### src/rtl/rob_retire_if.sv
`default_nettype none
// ============================================================================
// Module  : rob_retire_if
// Brief   : Dispatch/complete/retire/free-pool bundle for the reorder buffer.
// Revision: 1.0 - initial release
// ============================================================================
interface rob_retire_if #(
    parameter int DEPTH  = 16,
    parameter int PREG_W = 6,
    parameter int XLEN   = 32,
    parameter int IDX_W  = $clog2(DEPTH)
);
    logic              alloc_valid;
    logic              alloc_ready;
    logic [4:0]        alloc_rd;
    logic              alloc_wen;
    logic [PREG_W-1:0] alloc_pd;
    logic [PREG_W-1:0] alloc_old_pd;
    logic [IDX_W-1:0]  alloc_idx;
    logic              cmpl_valid;
    logic [IDX_W-1:0]  cmpl_idx;
    logic [XLEN-1:0]   cmpl_value;
    logic              ret_valid;
    logic              ret_wen;
    logic [4:0]        ret_rd;
    logic [PREG_W-1:0] ret_pd;
    logic [XLEN-1:0]   ret_value;
    logic              free_valid;
    logic [PREG_W-1:0] free_preg;
    logic              free_ready;
    logic [IDX_W:0]    occupancy;

    modport slave (
        input  alloc_valid, alloc_rd, alloc_wen, alloc_pd, alloc_old_pd,
        input  cmpl_valid, cmpl_idx, cmpl_value, free_ready,
        output alloc_ready, alloc_idx, ret_valid, ret_wen, ret_rd, ret_pd,
        output ret_value, free_valid, free_preg, occupancy
    );

    modport master (
        output alloc_valid, alloc_rd, alloc_wen, alloc_pd, alloc_old_pd,
        output cmpl_valid, cmpl_idx, cmpl_value, free_ready,
        input  alloc_ready, alloc_idx, ret_valid, ret_wen, ret_rd, ret_pd,
        input  ret_value, free_valid, free_preg, occupancy
    );
endinterface
`default_nettype wire

### src/rtl/rob_retire.sv
`default_nettype none
// ============================================================================
// Module  : rob_retire
// Brief   : In-order ROB; retires the oldest completed entry and frees its
//           stale physical register. ROB_PERF_EN adds retire/stall counters.
// Revision: 1.0 - initial release
// ============================================================================
module rob_retire #(
    parameter int DEPTH  = 16,
    parameter int PREG_W = 6,
    parameter int XLEN   = 32
) (
    input  wire         clk,
    input  wire         reset,
`ifdef ROB_PERF_EN
    output logic [31:0] perf_retired,
    output logic [31:0] perf_stall,
`endif
    rob_retire_if.slave bus
);
    localparam int             IDX_W   = $clog2(DEPTH);
    localparam logic [IDX_W:0] PTR_ONE = {{IDX_W{1'b0}}, 1'b1};

    logic [IDX_W:0]                head_q, head_d, tail_q, tail_d;
    logic [DEPTH-1:0]              valid_q, valid_d;
    logic [DEPTH-1:0]              complete_q, complete_d;
    logic [DEPTH-1:0]              wen_q, wen_d;
    logic [DEPTH-1:0][4:0]         rd_q, rd_d;
    logic [DEPTH-1:0][PREG_W-1:0]  pd_q, pd_d;
    logic [DEPTH-1:0][PREG_W-1:0]  old_pd_q, old_pd_d;
    logic [DEPTH-1:0][XLEN-1:0]    value_q, value_d;

    logic                          ret_valid_q, ret_valid_d;
    logic                          ret_wen_q, ret_wen_d;
    logic [4:0]                    ret_rd_q, ret_rd_d;
    logic [PREG_W-1:0]             ret_pd_q, ret_pd_d;
    logic [XLEN-1:0]               ret_value_q, ret_value_d;
    logic                          free_valid_q, free_valid_d;
    logic [PREG_W-1:0]             free_preg_q, free_preg_d;

    logic [IDX_W-1:0]              head_idx, tail_idx;
    logic                          full, alloc_fire, retire;

    always_comb begin
        head_idx   = head_q[IDX_W-1:0];
        tail_idx   = tail_q[IDX_W-1:0];
        full       = (head_idx == tail_idx) && (head_q[IDX_W] != tail_q[IDX_W]);
        alloc_fire = bus.alloc_valid && !full;
        retire     = valid_q[head_idx] && complete_q[head_idx] &&
                     (!wen_q[head_idx] || bus.free_ready);
    end

    always_comb begin
        head_d       = head_q;
        tail_d       = tail_q;
        valid_d      = valid_q;
        complete_d   = complete_q;
        wen_d        = wen_q;
        rd_d         = rd_q;
        pd_d         = pd_q;
        old_pd_d     = old_pd_q;
        value_d      = value_q;
        ret_valid_d  = 1'b0;
        ret_wen_d    = ret_wen_q;
        ret_rd_d     = ret_rd_q;
        ret_pd_d     = ret_pd_q;
        ret_value_d  = ret_value_q;
        free_valid_d = 1'b0;
        free_preg_d  = free_preg_q;

        // Completion sees registered valid, so a same-cycle alloc to the tail is ignored
        if (bus.cmpl_valid && valid_q[bus.cmpl_idx] && !complete_q[bus.cmpl_idx]) begin
            complete_d[bus.cmpl_idx] = 1'b1;
            value_d[bus.cmpl_idx]    = bus.cmpl_value;
        end

        if (retire) begin
            valid_d[head_idx]    = 1'b0;
            complete_d[head_idx] = 1'b0;
            head_d               = head_q + PTR_ONE;
            ret_valid_d          = 1'b1;
            ret_wen_d            = wen_q[head_idx];
            ret_rd_d             = rd_q[head_idx];
            ret_pd_d             = pd_q[head_idx];
            ret_value_d          = value_q[head_idx];
            free_valid_d         = wen_q[head_idx];
            if (wen_q[head_idx]) begin
                free_preg_d = old_pd_q[head_idx];
            end
        end

        if (alloc_fire) begin
            valid_d[tail_idx]    = 1'b1;
            complete_d[tail_idx] = 1'b0;
            wen_d[tail_idx]      = bus.alloc_wen && (bus.alloc_rd != 5'd0);
            rd_d[tail_idx]       = bus.alloc_rd;
            pd_d[tail_idx]       = bus.alloc_pd;
            old_pd_d[tail_idx]   = bus.alloc_old_pd;
            tail_d               = tail_q + PTR_ONE;
        end
    end

    always_ff @(posedge clk) begin
        if (reset) begin
            head_q       <= '0;
            tail_q       <= '0;
            valid_q      <= '0;
            complete_q   <= '0;
            wen_q        <= '0;
            rd_q         <= '0;
            pd_q         <= '0;
            old_pd_q     <= '0;
            value_q      <= '0;
            ret_valid_q  <= 1'b0;
            ret_wen_q    <= 1'b0;
            ret_rd_q     <= '0;
            ret_pd_q     <= '0;
            ret_value_q  <= '0;
            free_valid_q <= 1'b0;
            free_preg_q  <= '0;
        end else begin
            head_q       <= head_d;
            tail_q       <= tail_d;
            valid_q      <= valid_d;
            complete_q   <= complete_d;
            wen_q        <= wen_d;
            rd_q         <= rd_d;
            pd_q         <= pd_d;
            old_pd_q     <= old_pd_d;
            value_q      <= value_d;
            ret_valid_q  <= ret_valid_d;
            ret_wen_q    <= ret_wen_d;
            ret_rd_q     <= ret_rd_d;
            ret_pd_q     <= ret_pd_d;
            ret_value_q  <= ret_value_d;
            free_valid_q <= free_valid_d;
            free_preg_q  <= free_preg_d;
        end
    end

`ifdef ROB_PERF_EN
    logic [31:0] perf_retired_q, perf_retired_d;
    logic [31:0] perf_stall_q, perf_stall_d;

    always_comb begin
        perf_retired_d = perf_retired_q;
        perf_stall_d   = perf_stall_q;
        if (retire) begin
            perf_retired_d = perf_retired_q + 32'd1;
        end else if (valid_q[head_idx]) begin
            perf_stall_d = perf_stall_q + 32'd1;
        end
    end

    always_ff @(posedge clk) begin
        if (reset) begin
            perf_retired_q <= '0;
            perf_stall_q   <= '0;
        end else begin
            perf_retired_q <= perf_retired_d;
            perf_stall_q   <= perf_stall_d;
        end
    end

    assign perf_retired = perf_retired_q;
    assign perf_stall   = perf_stall_q;
`endif

    // Pointer-derived outputs come from registered state only
    assign bus.alloc_ready = !full;
    assign bus.alloc_idx   = tail_idx;
    assign bus.occupancy   = tail_q - head_q;
    assign bus.ret_valid   = ret_valid_q;
    assign bus.ret_wen     = ret_wen_q;
    assign bus.ret_rd      = ret_rd_q;
    assign bus.ret_pd      = ret_pd_q;
    assign bus.ret_value   = ret_value_q;
    assign bus.free_valid  = free_valid_q;
    assign bus.free_preg   = free_preg_q;

endmodule
`default_nettype wire

### src/flat_wrapper.sv
// flat-port wrapper written by rule: the top's interface ports become plain ports
module rob_retire_flat 
#(
    parameter int DEPTH  = 16,
    parameter int PREG_W = 6,
    parameter int XLEN   = 32
)
  (clk, reset, bus_alloc_valid, bus_alloc_rd, bus_alloc_wen, bus_alloc_pd, bus_alloc_old_pd, bus_cmpl_valid, bus_cmpl_idx, bus_cmpl_value, bus_free_ready, bus_alloc_ready, bus_alloc_idx, bus_ret_valid, bus_ret_wen, bus_ret_rd, bus_ret_pd, bus_ret_value, bus_free_valid, bus_free_preg, bus_occupancy);
  rob_retire_if #(.DEPTH(DEPTH), .PREG_W(PREG_W), .XLEN(XLEN)) bus_i ();
  input  wire clk;
  input  wire reset;
  input wire logic [$bits(bus_i.alloc_valid)-1:0] bus_alloc_valid;
  input wire logic [$bits(bus_i.alloc_rd)-1:0] bus_alloc_rd;
  input wire logic [$bits(bus_i.alloc_wen)-1:0] bus_alloc_wen;
  input wire logic [$bits(bus_i.alloc_pd)-1:0] bus_alloc_pd;
  input wire logic [$bits(bus_i.alloc_old_pd)-1:0] bus_alloc_old_pd;
  input wire logic [$bits(bus_i.cmpl_valid)-1:0] bus_cmpl_valid;
  input wire logic [$bits(bus_i.cmpl_idx)-1:0] bus_cmpl_idx;
  input wire logic [$bits(bus_i.cmpl_value)-1:0] bus_cmpl_value;
  input wire logic [$bits(bus_i.free_ready)-1:0] bus_free_ready;
  output wire logic [$bits(bus_i.alloc_ready)-1:0] bus_alloc_ready;
  output wire logic [$bits(bus_i.alloc_idx)-1:0] bus_alloc_idx;
  output wire logic [$bits(bus_i.ret_valid)-1:0] bus_ret_valid;
  output wire logic [$bits(bus_i.ret_wen)-1:0] bus_ret_wen;
  output wire logic [$bits(bus_i.ret_rd)-1:0] bus_ret_rd;
  output wire logic [$bits(bus_i.ret_pd)-1:0] bus_ret_pd;
  output wire logic [$bits(bus_i.ret_value)-1:0] bus_ret_value;
  output wire logic [$bits(bus_i.free_valid)-1:0] bus_free_valid;
  output wire logic [$bits(bus_i.free_preg)-1:0] bus_free_preg;
  output wire logic [$bits(bus_i.occupancy)-1:0] bus_occupancy;
  assign bus_i.alloc_valid = bus_alloc_valid;
  assign bus_i.alloc_rd = bus_alloc_rd;
  assign bus_i.alloc_wen = bus_alloc_wen;
  assign bus_i.alloc_pd = bus_alloc_pd;
  assign bus_i.alloc_old_pd = bus_alloc_old_pd;
  assign bus_i.cmpl_valid = bus_cmpl_valid;
  assign bus_i.cmpl_idx = bus_cmpl_idx;
  assign bus_i.cmpl_value = bus_cmpl_value;
  assign bus_i.free_ready = bus_free_ready;
  assign bus_alloc_ready = bus_i.alloc_ready;
  assign bus_alloc_idx = bus_i.alloc_idx;
  assign bus_ret_valid = bus_i.ret_valid;
  assign bus_ret_wen = bus_i.ret_wen;
  assign bus_ret_rd = bus_i.ret_rd;
  assign bus_ret_pd = bus_i.ret_pd;
  assign bus_ret_value = bus_i.ret_value;
  assign bus_free_valid = bus_i.free_valid;
  assign bus_free_preg = bus_i.free_preg;
  assign bus_occupancy = bus_i.occupancy;
  rob_retire #(.DEPTH(DEPTH), .PREG_W(PREG_W), .XLEN(XLEN)) u_core (.clk(clk), .reset(reset), .bus(bus_i));
endmodule
### config.mk
export PLATFORM = sky130hd
export DESIGN_NAME = rob_retire_flat
export DESIGN_NICKNAME = d
export VERILOG_FILES = /design/src/rtl/rob_retire_if.sv /design/src/rtl/rob_retire.sv /design/src/flat_wrapper.sv
export SDC_FILE = /design/constraint.sdc
export NUM_CORES = 2
export LEC_CHECK = 0
export ABC_AREA = 1
export CORE_MARGIN = 3
export CORE_UTILIZATION = 54
export CTS_CLUSTER_SIZE = 10
export DETAILED_ROUTE_END_ITERATION = 7
export HOLD_SLACK_MARGIN = 0.12
export MAX_ROUTING_LAYER = met4
export PLACE_DENSITY = 0.68
export SETUP_SLACK_MARGIN = 0.05
export SLEW_MARGIN = 20
export SYNTH_ARGS = -nofsm -noshare
export SYNTH_HDL_FRONTEND = slang
export SYNTH_SLANG_ARGS = --single-unit
### constraint.sdc
create_clock -name clk -period 3 [get_ports clk]
set_input_delay 0.45 -clock clk [delete_from_list [all_inputs] [get_ports clk]]
set_output_delay 0.45 -clock clk [all_outputs]
set_load 0.005 [all_outputs]
==> metrics.txt <==
Final Skew=18.73 ps; NumNets Final=6,027; CTS Buf Count=102; worst path bufs/invs=2; Detail Route Antenna Nets=0; Clock Power Share=45.6%; Multi-input gate area=19,410 um2; Post-route DRC=0; startpoint types=register; die height=285.5 um; clk slew on worst S/H paths=60 ps; placed cell area=44,220 um2; share of cells above drive strength 1=6.306%; yosys warns=0; Initial Util=54.99%; crit path time final=2820 ps; fraction of registers with async set/reset=0%; reg-to-reg critical path startpoint=u_core.head_q[0]; Leak Pwr=between 15 and 20 nW; WHS Path Cells=2; EDFF count, synth=0; Tcrit/Tclk final=93.99%; core area=roughly 77,000 um2; outcome=finished, final reports clean; Slew Viols, Final=0; reg2reg setup slack=between 200 and 250 ps; Syn-to-layout area delta=11.80%; Iteration-0 DRC Markers=5,096; GPL Wtd Cong=0.8999; WL per Instance=20.24 um; sw frac=23.53%; Horiz. Die Dim=285.5 um; antenna violations before repair=8; H-tree levels=3; worst path required time=about 2600 ps; Syn Area/Cell=between 6 and 7 um2; All-Layer GR Usage=between 30 and 40%; Syn Std Cell Area=around 42,000 um2; final hold violation count=0; hold_buf cts=0; share of the synthesized area in the top cell type=42.43%; Worst VDD drop=0.0005437 V; sequential share of the synthesized area=42.43%; critical path class=register to output port; largest net degree at the start of global routing=about 180; reg2reg end=u_core.bus.ret_value[22]; most frequent cell after synthesis=nand2_1; CP top delay family=buffers and inverters; final worst setup slack=about 180 ps; DRT Wirelength=142,000 um; dpl hpwl=84,280 um; actual slew at the worst max-slew pin=1056 ps; Synth Register Bits=around 900; CTS Buffer Depth=3; worst relative slew slack=29.38%; vias=41,380; dpl ws=58.67 ps; commonest cells in the netlist=nand2_1, a21oi_1, dfxtp_1, o21ai_0, nor2_1; final setup TNS=0 ps; Yosys cell types=34; worst min path class=input pin to register; Psw=approximately 0.0058 W; MaxCap Viol Count=0; grt ovf=0; FF+latch area=17,910 um2; TritonCTS clock tree=built; Vias/cell=about 6; Initial DRT Pass Iterations=7; die area=81,500 um2; # fillers=approximately 7,300; CP Cell Sequence=clkinvlp_4 > ha_4 > nand2_1 > o21ai_1 > xor2_1 > clkdlybuf4s50_1; top post-synthesis cells by area=dfxtp_1, a21oi_1, nand2_1, o21ai_0, nand4_1; Setup crit end kind=output port; unrepaired setup endpoints after global routing=false; Flop pwr share=between 40% and 50%; HP Start=reset; CTS root buffer=clkbuf_16; Clk Latency, worst-skew pair=approximately 660 ps; setup violators final=0; Util after Layout=61.47%; CP max stage delay=520 ps; critical path's slowest cell=clkdlybuf4s50_1; Cell Int Power=0.01870 W; Tot Pwr=0.02445 W; vias in the first global route=around 37,000; Logic pwr share=5.4%; I/O pin cnt=roughly 120; clock sinks=just under 900; num rows=around 100; worst reg-to-reg path cell count=16; CP max FO=5; top_reg_cell synth=dfxtp_1; Synth area leader=dfxtp_1; syn nets=6,220; Power Dens Cells=518.6 nW/um2; post-synthesis cell count=6,148; cell area after layout=around 47,000 um2; fmax=0.3546 GHz; PortBufs=120; first-pass GRT wire length=218,900 um; hold path endpoint=u_core.value_q[330]; Worst Path Arrival=2370 ps
per-stage QoR:
stage / hold WS [ps] / instances
after floorplan: 420.0 / 6148
after global placement: 426.4 / 6875
after detailed placement: 430.3 / 6875
after CTS: 149.3 / 7006
after global routing: 165.2 / 7015
final: 182.9 / 7015
how the worst max path moves through the flow:
stage / end / from / depth (start not counted) / slack (ps)
6_report: bus_occupancy[3] / u_core.head_q[2] / 6 / 180
5_1_grt: bus_occupancy[3] / u_core.head_q[2] / 6 / 50
4_1_cts: bus_occupancy[3] / u_core.head_q[1] / 6 / 80
3_5_place_dp: u_core.value_q[480] / bus_cmpl_idx[0] / 14 / 60
3_3_place_gp: u_core.value_q[36] / bus_cmpl_idx[0] / 15 / 130
2_1_floorplan: u_core.old_pd_q[46] / u_core.head_q[1] / 15 / 200
final cells by class:
cell class / count / share of cell area, %
diodes: 7 / 0.03715
clock buffers: 120 / 5.795
clock inverters: 7 / 0.1857
inverters: 539 / 4.341
multi-input cells: 4093 / 41.17
flip-flops and latches: 894 / 37.99
well taps: 1030 / 2.733
repair buffers: 325 / 7.750
state kept, by name (all words and copies together) (netlist names), 5 cells and up:
| name | flops |
|---|---|
| u_core.bus.free_preg | 6 |
| u_core.bus.ret_pd | 6 |
| u_core.bus.ret_rd | 5 |
| u_core.bus.ret_value | 32 |
| u_core.complete_q | 16 |
| u_core.head_q | 5 |
| u_core.old_pd_q | 96 |
| u_core.pd_q | 96 |
| u_core.rd_q | 80 |
| u_core.tail_q | 5 |
| u_core.valid_q | 16 |
| u_core.value_q | 512 |
| u_core.wen_q | 16 |
worst reg2reg max path, stage by stage (launching register included):
cell and delay, ps:
dfxtp_4 390, buf_4 240, buf_6 260, buf_4 210, nand2_1 70, nand3_1 80, nand2_1 50, nand2_1 50
nand2_1 50, nor2_1 220, nor2_4 70, nand2_4 240, inv_2 100, buf_16 220, nand2_1 280, nand2_1 90
nor2_1 80
cells in the final DEF (no fill, tap or decap), types with 9 or more instances in the layout:
cell type,count
a21oi_1,981
a31oi_1,17
buf_12,70
buf_4,130
clkbuf_1,9
clkbuf_16,104
clkdlybuf4s50_1,118
dfxtp_1,888
ha_1,11
inv_1,528
nand2_1,1148
nand3_1,64
nand4_1,428
nor2_1,564
nor2_4,15
nor3_1,28
o211ai_1,40
o21ai_0,724
o22ai_1,32
cell families (layout without fill, tap and decap cells):
family,Yosys count,after routing,synth area share [%]
AOI/OAI and AO/OA,1805,1805,21.88
xor gates and xnor gates,8,8,0.1661
adders and majority gates,13,13,0.4034
buffers and inverters,1161,991,11.90
DFF,894,894,42.43
other,0,7,0
and+or+nand+nor,2267,2267,23.22
power groups by stage:
| stage | clock [W] | combinational, W | sequential [W] |
|---|---|---|---|
| after floorplan | 0 | 0.000797 | 0.0122 |
| after global routing | 0.0118 | 0.00142 | 0.0120 |
| after detailed placement | 0 | 0.00129 | 0.0122 |
| final | 0.0111 | 0.00133 | 0.0120 |
| after global placement | 0 | 0.00128 | 0.0122 |
| after CTS | 0.0113 | 0.00129 | 0.0120 |
metal layers:
| metal | part of all wire, % | up-vias | track usage [%] | routed length, um |
|---|---|---|---|---|
| met5 | 0 | - | - | 0 |
| met4 | 3.1 | 0 | 11.09 | 4405 |
| met3 | 9.7 | 310 | 5.514 | 13770 |
| met2 | 44 | 2007 | 52.34 | 62730 |
| met1 | 43 | 19120 | 47.30 | 61070 |
| li1 | - | 19940 | - | - |
timing repair:
| action | in CTS | in global routing |
|---|---|---|
| setup buffers | 4 | 2 |
| endpoints found under the setup margin | 5 | 12 |
| pin swaps | 1 | 0 |
| resized for setup | 10 | 8 |
No activity file was read; power rests on OpenSTA's default activity.
==> edit (config.mk and constraints unchanged) <==
`DEPTH` is set to 16 in 3 places; all go to 8.
--- a/src/rtl/rob_retire_if.sv
+++ b/src/rtl/rob_retire_if.sv
@@ -5,7 +5,7 @@
 // Revision: 1.0 - initial release
 // ============================================================================
 interface rob_retire_if #(
-    parameter int DEPTH  = 16,
+    parameter int DEPTH  = 8,
     parameter int PREG_W = 6,
     parameter int XLEN   = 32,
     parameter int IDX_W  = $clog2(DEPTH)
--- a/src/rtl/rob_retire.sv
+++ b/src/rtl/rob_retire.sv
@@ -6,7 +6,7 @@
 // Revision: 1.0 - initial release
 // ============================================================================
 module rob_retire #(
-    parameter int DEPTH  = 16,
+    parameter int DEPTH  = 8,
     parameter int PREG_W = 6,
     parameter int XLEN   = 32
 ) (
--- a/src/flat_wrapper.sv
+++ b/src/flat_wrapper.sv
@@ -1,7 +1,7 @@
 // flat-port wrapper written by rule: the top's interface ports become plain ports
 module rob_retire_flat 
 #(
-    parameter int DEPTH  = 16,
+    parameter int DEPTH  = 8,
     parameter int PREG_W = 6,
     parameter int XLEN   = 32
 )
Ports: changed (resized bus_alloc_idx, bus_cmpl_idx and bus_occupancy); port bits go from 121 to 118. The function was not compared with the original's and may differ.
==> edit against the original RTL <==
Cell area fell by 43%; sequential cell count decreased by 418; core utilization rose by 0.71 points; setup slack got worse by 0.037 ns; wire length down 48%; power fell by 44%; combinational power down 16%; synthesized area is 43% lower.
==> edit: results (changes against the original RTL) <==
CP arrival 2.41 ns (+0.04 ns); H-tree depth 2 (-1); reg-to-reg endpoint u_core.old_pd_q[19]$_SDFFE_PP0P_; P_leak 12.0 nW (-32%); crit-path max FO 7 (+2); Nets 3796 (-37%); crit path to bus_occupancy[2]; Compound-Gate Fraction of Synth Area 12.1% (-9.8 points); Placed Instance Area 25500 µm² (-42%); GR met1 Demand/Resource 41.7% (-5.6 points); largest net degree at the start of global routing 110 (-38%); wl on met1 32000 µm (-48%); outcome completed; wire per inst 17.2 µm (-15%); top flop regs u_core.value_q (256), u_core.old_pd_q (48), u_core.pd_q (48); First-pass DRT Iterations 6 (-1); Syn Area/Cell 6.38 µm² (-7.0%); Net Sw Power 0.00346 W (-40%); hold path endpoint u_core.wen_q[5]$_SDFFE_PP0P_; Rel. slew slack 49.3% (+20 points); CP peak stage delay 0.54 ns (+0.02 ns); Synth area leaders dfxtp_1, nand2_1, nor2_1; source of the worst hold timing path u_core.wen_q[5]$_SDFFE_PP0P_; met2 Use GR 50.4% (-2.0 points); r2r startpoint u_core.head_q[1]$_SDFFE_PP0N_; synth cell count leaders nand2_1, nor2_1, inv_1, dfxtp_1, nand4_1; Synth cell types 33 (-2.9%); port bufs 117 (-2.5%); worst vdd ir 0.486 mV (-11%); Seq group 0.00647 W (-46%); share of cells above drive strength 1 6.80% (+0.49 points); gr usage total 32.0% (-2.5 points); Reg2Reg Depth 9 (-7); Layout Skew 0.0220 ns (+0.00324 ns); Post-Synth Adder-Cell Area 0.345% (-0.059 points); via count 23636 (-43%); final worst slack 0.144 ns (-0.0366 ns); Post-Synth XOR/XNOR Area 0.183% (+0.017 points); Hold Worst Slack 0.456 ns (+0.273 ns); post-synthesis sequential area ratio 39.8% (-2.6 points); post-place setup slack 0.133 ns (+0.0747 ns); met3 Use GR 5.22% (-0.30 points); dpl hpwl 42900 µm (-49%); DRT iter0 DRCs 2407 (-53%); vias in the first global route 22108 (-41%); crit path from u_core.tail_q[0]$_SDFFE_PP0P_; filler instances 4107 (-44%); cts bufs inserted 55 (-46%); metal2 WL 34000 µm (-46%); Worst-Skew Late Latency 0.63 ns (-0.03 ns); WL met3 5890 µm (-57%); RePlAce Congestion 0.860 (-4.4%); antenna violations before repair 3 (-5); first-pass GRT wire length 119000 µm (-46%); Tightest Hold Check Type reg -> reg; Finished Layout Cells 4340 (-38%); PnR Total Power 0.0136 W (-44%)
-- edit: changes by cell type in the layout (fill, tap and decap cells not counted), moves of 34 or more --
cell	delta
a21oi_1	-815
o21ai_1	+57
nand4_1	-122
inv_2	+53
nor2_1	+69
clkinv_1	+34
nand2_1	-396
buf_12	-59
o21ai_0	-470
buf_4	-45
clkbuf_16	-49
dfxtp_1	-416
-- edit: final cells by class --
class / instances / area [µm²] / share of cell area [%]
diodes: 3 / 7.51 / 0.0278
clock buffers: 73 / 1480 / 5.49
clock inverters: 4 / 57.6 / 0.213
inverters: 635 / 2400 / 8.88
multi-input cells: 2350 / 10800 / 39.8
flip-flops and latches: 476 / 9540 / 35.3
well taps: 585 / 732 / 2.71
repair buffers: 214 / 2040 / 7.56
-- edit: what timing repair did --
item	4_1_cts	5_1_grt
setup buffers	1	0
setup endpoints to repair	3	2
resized for setup	4	2
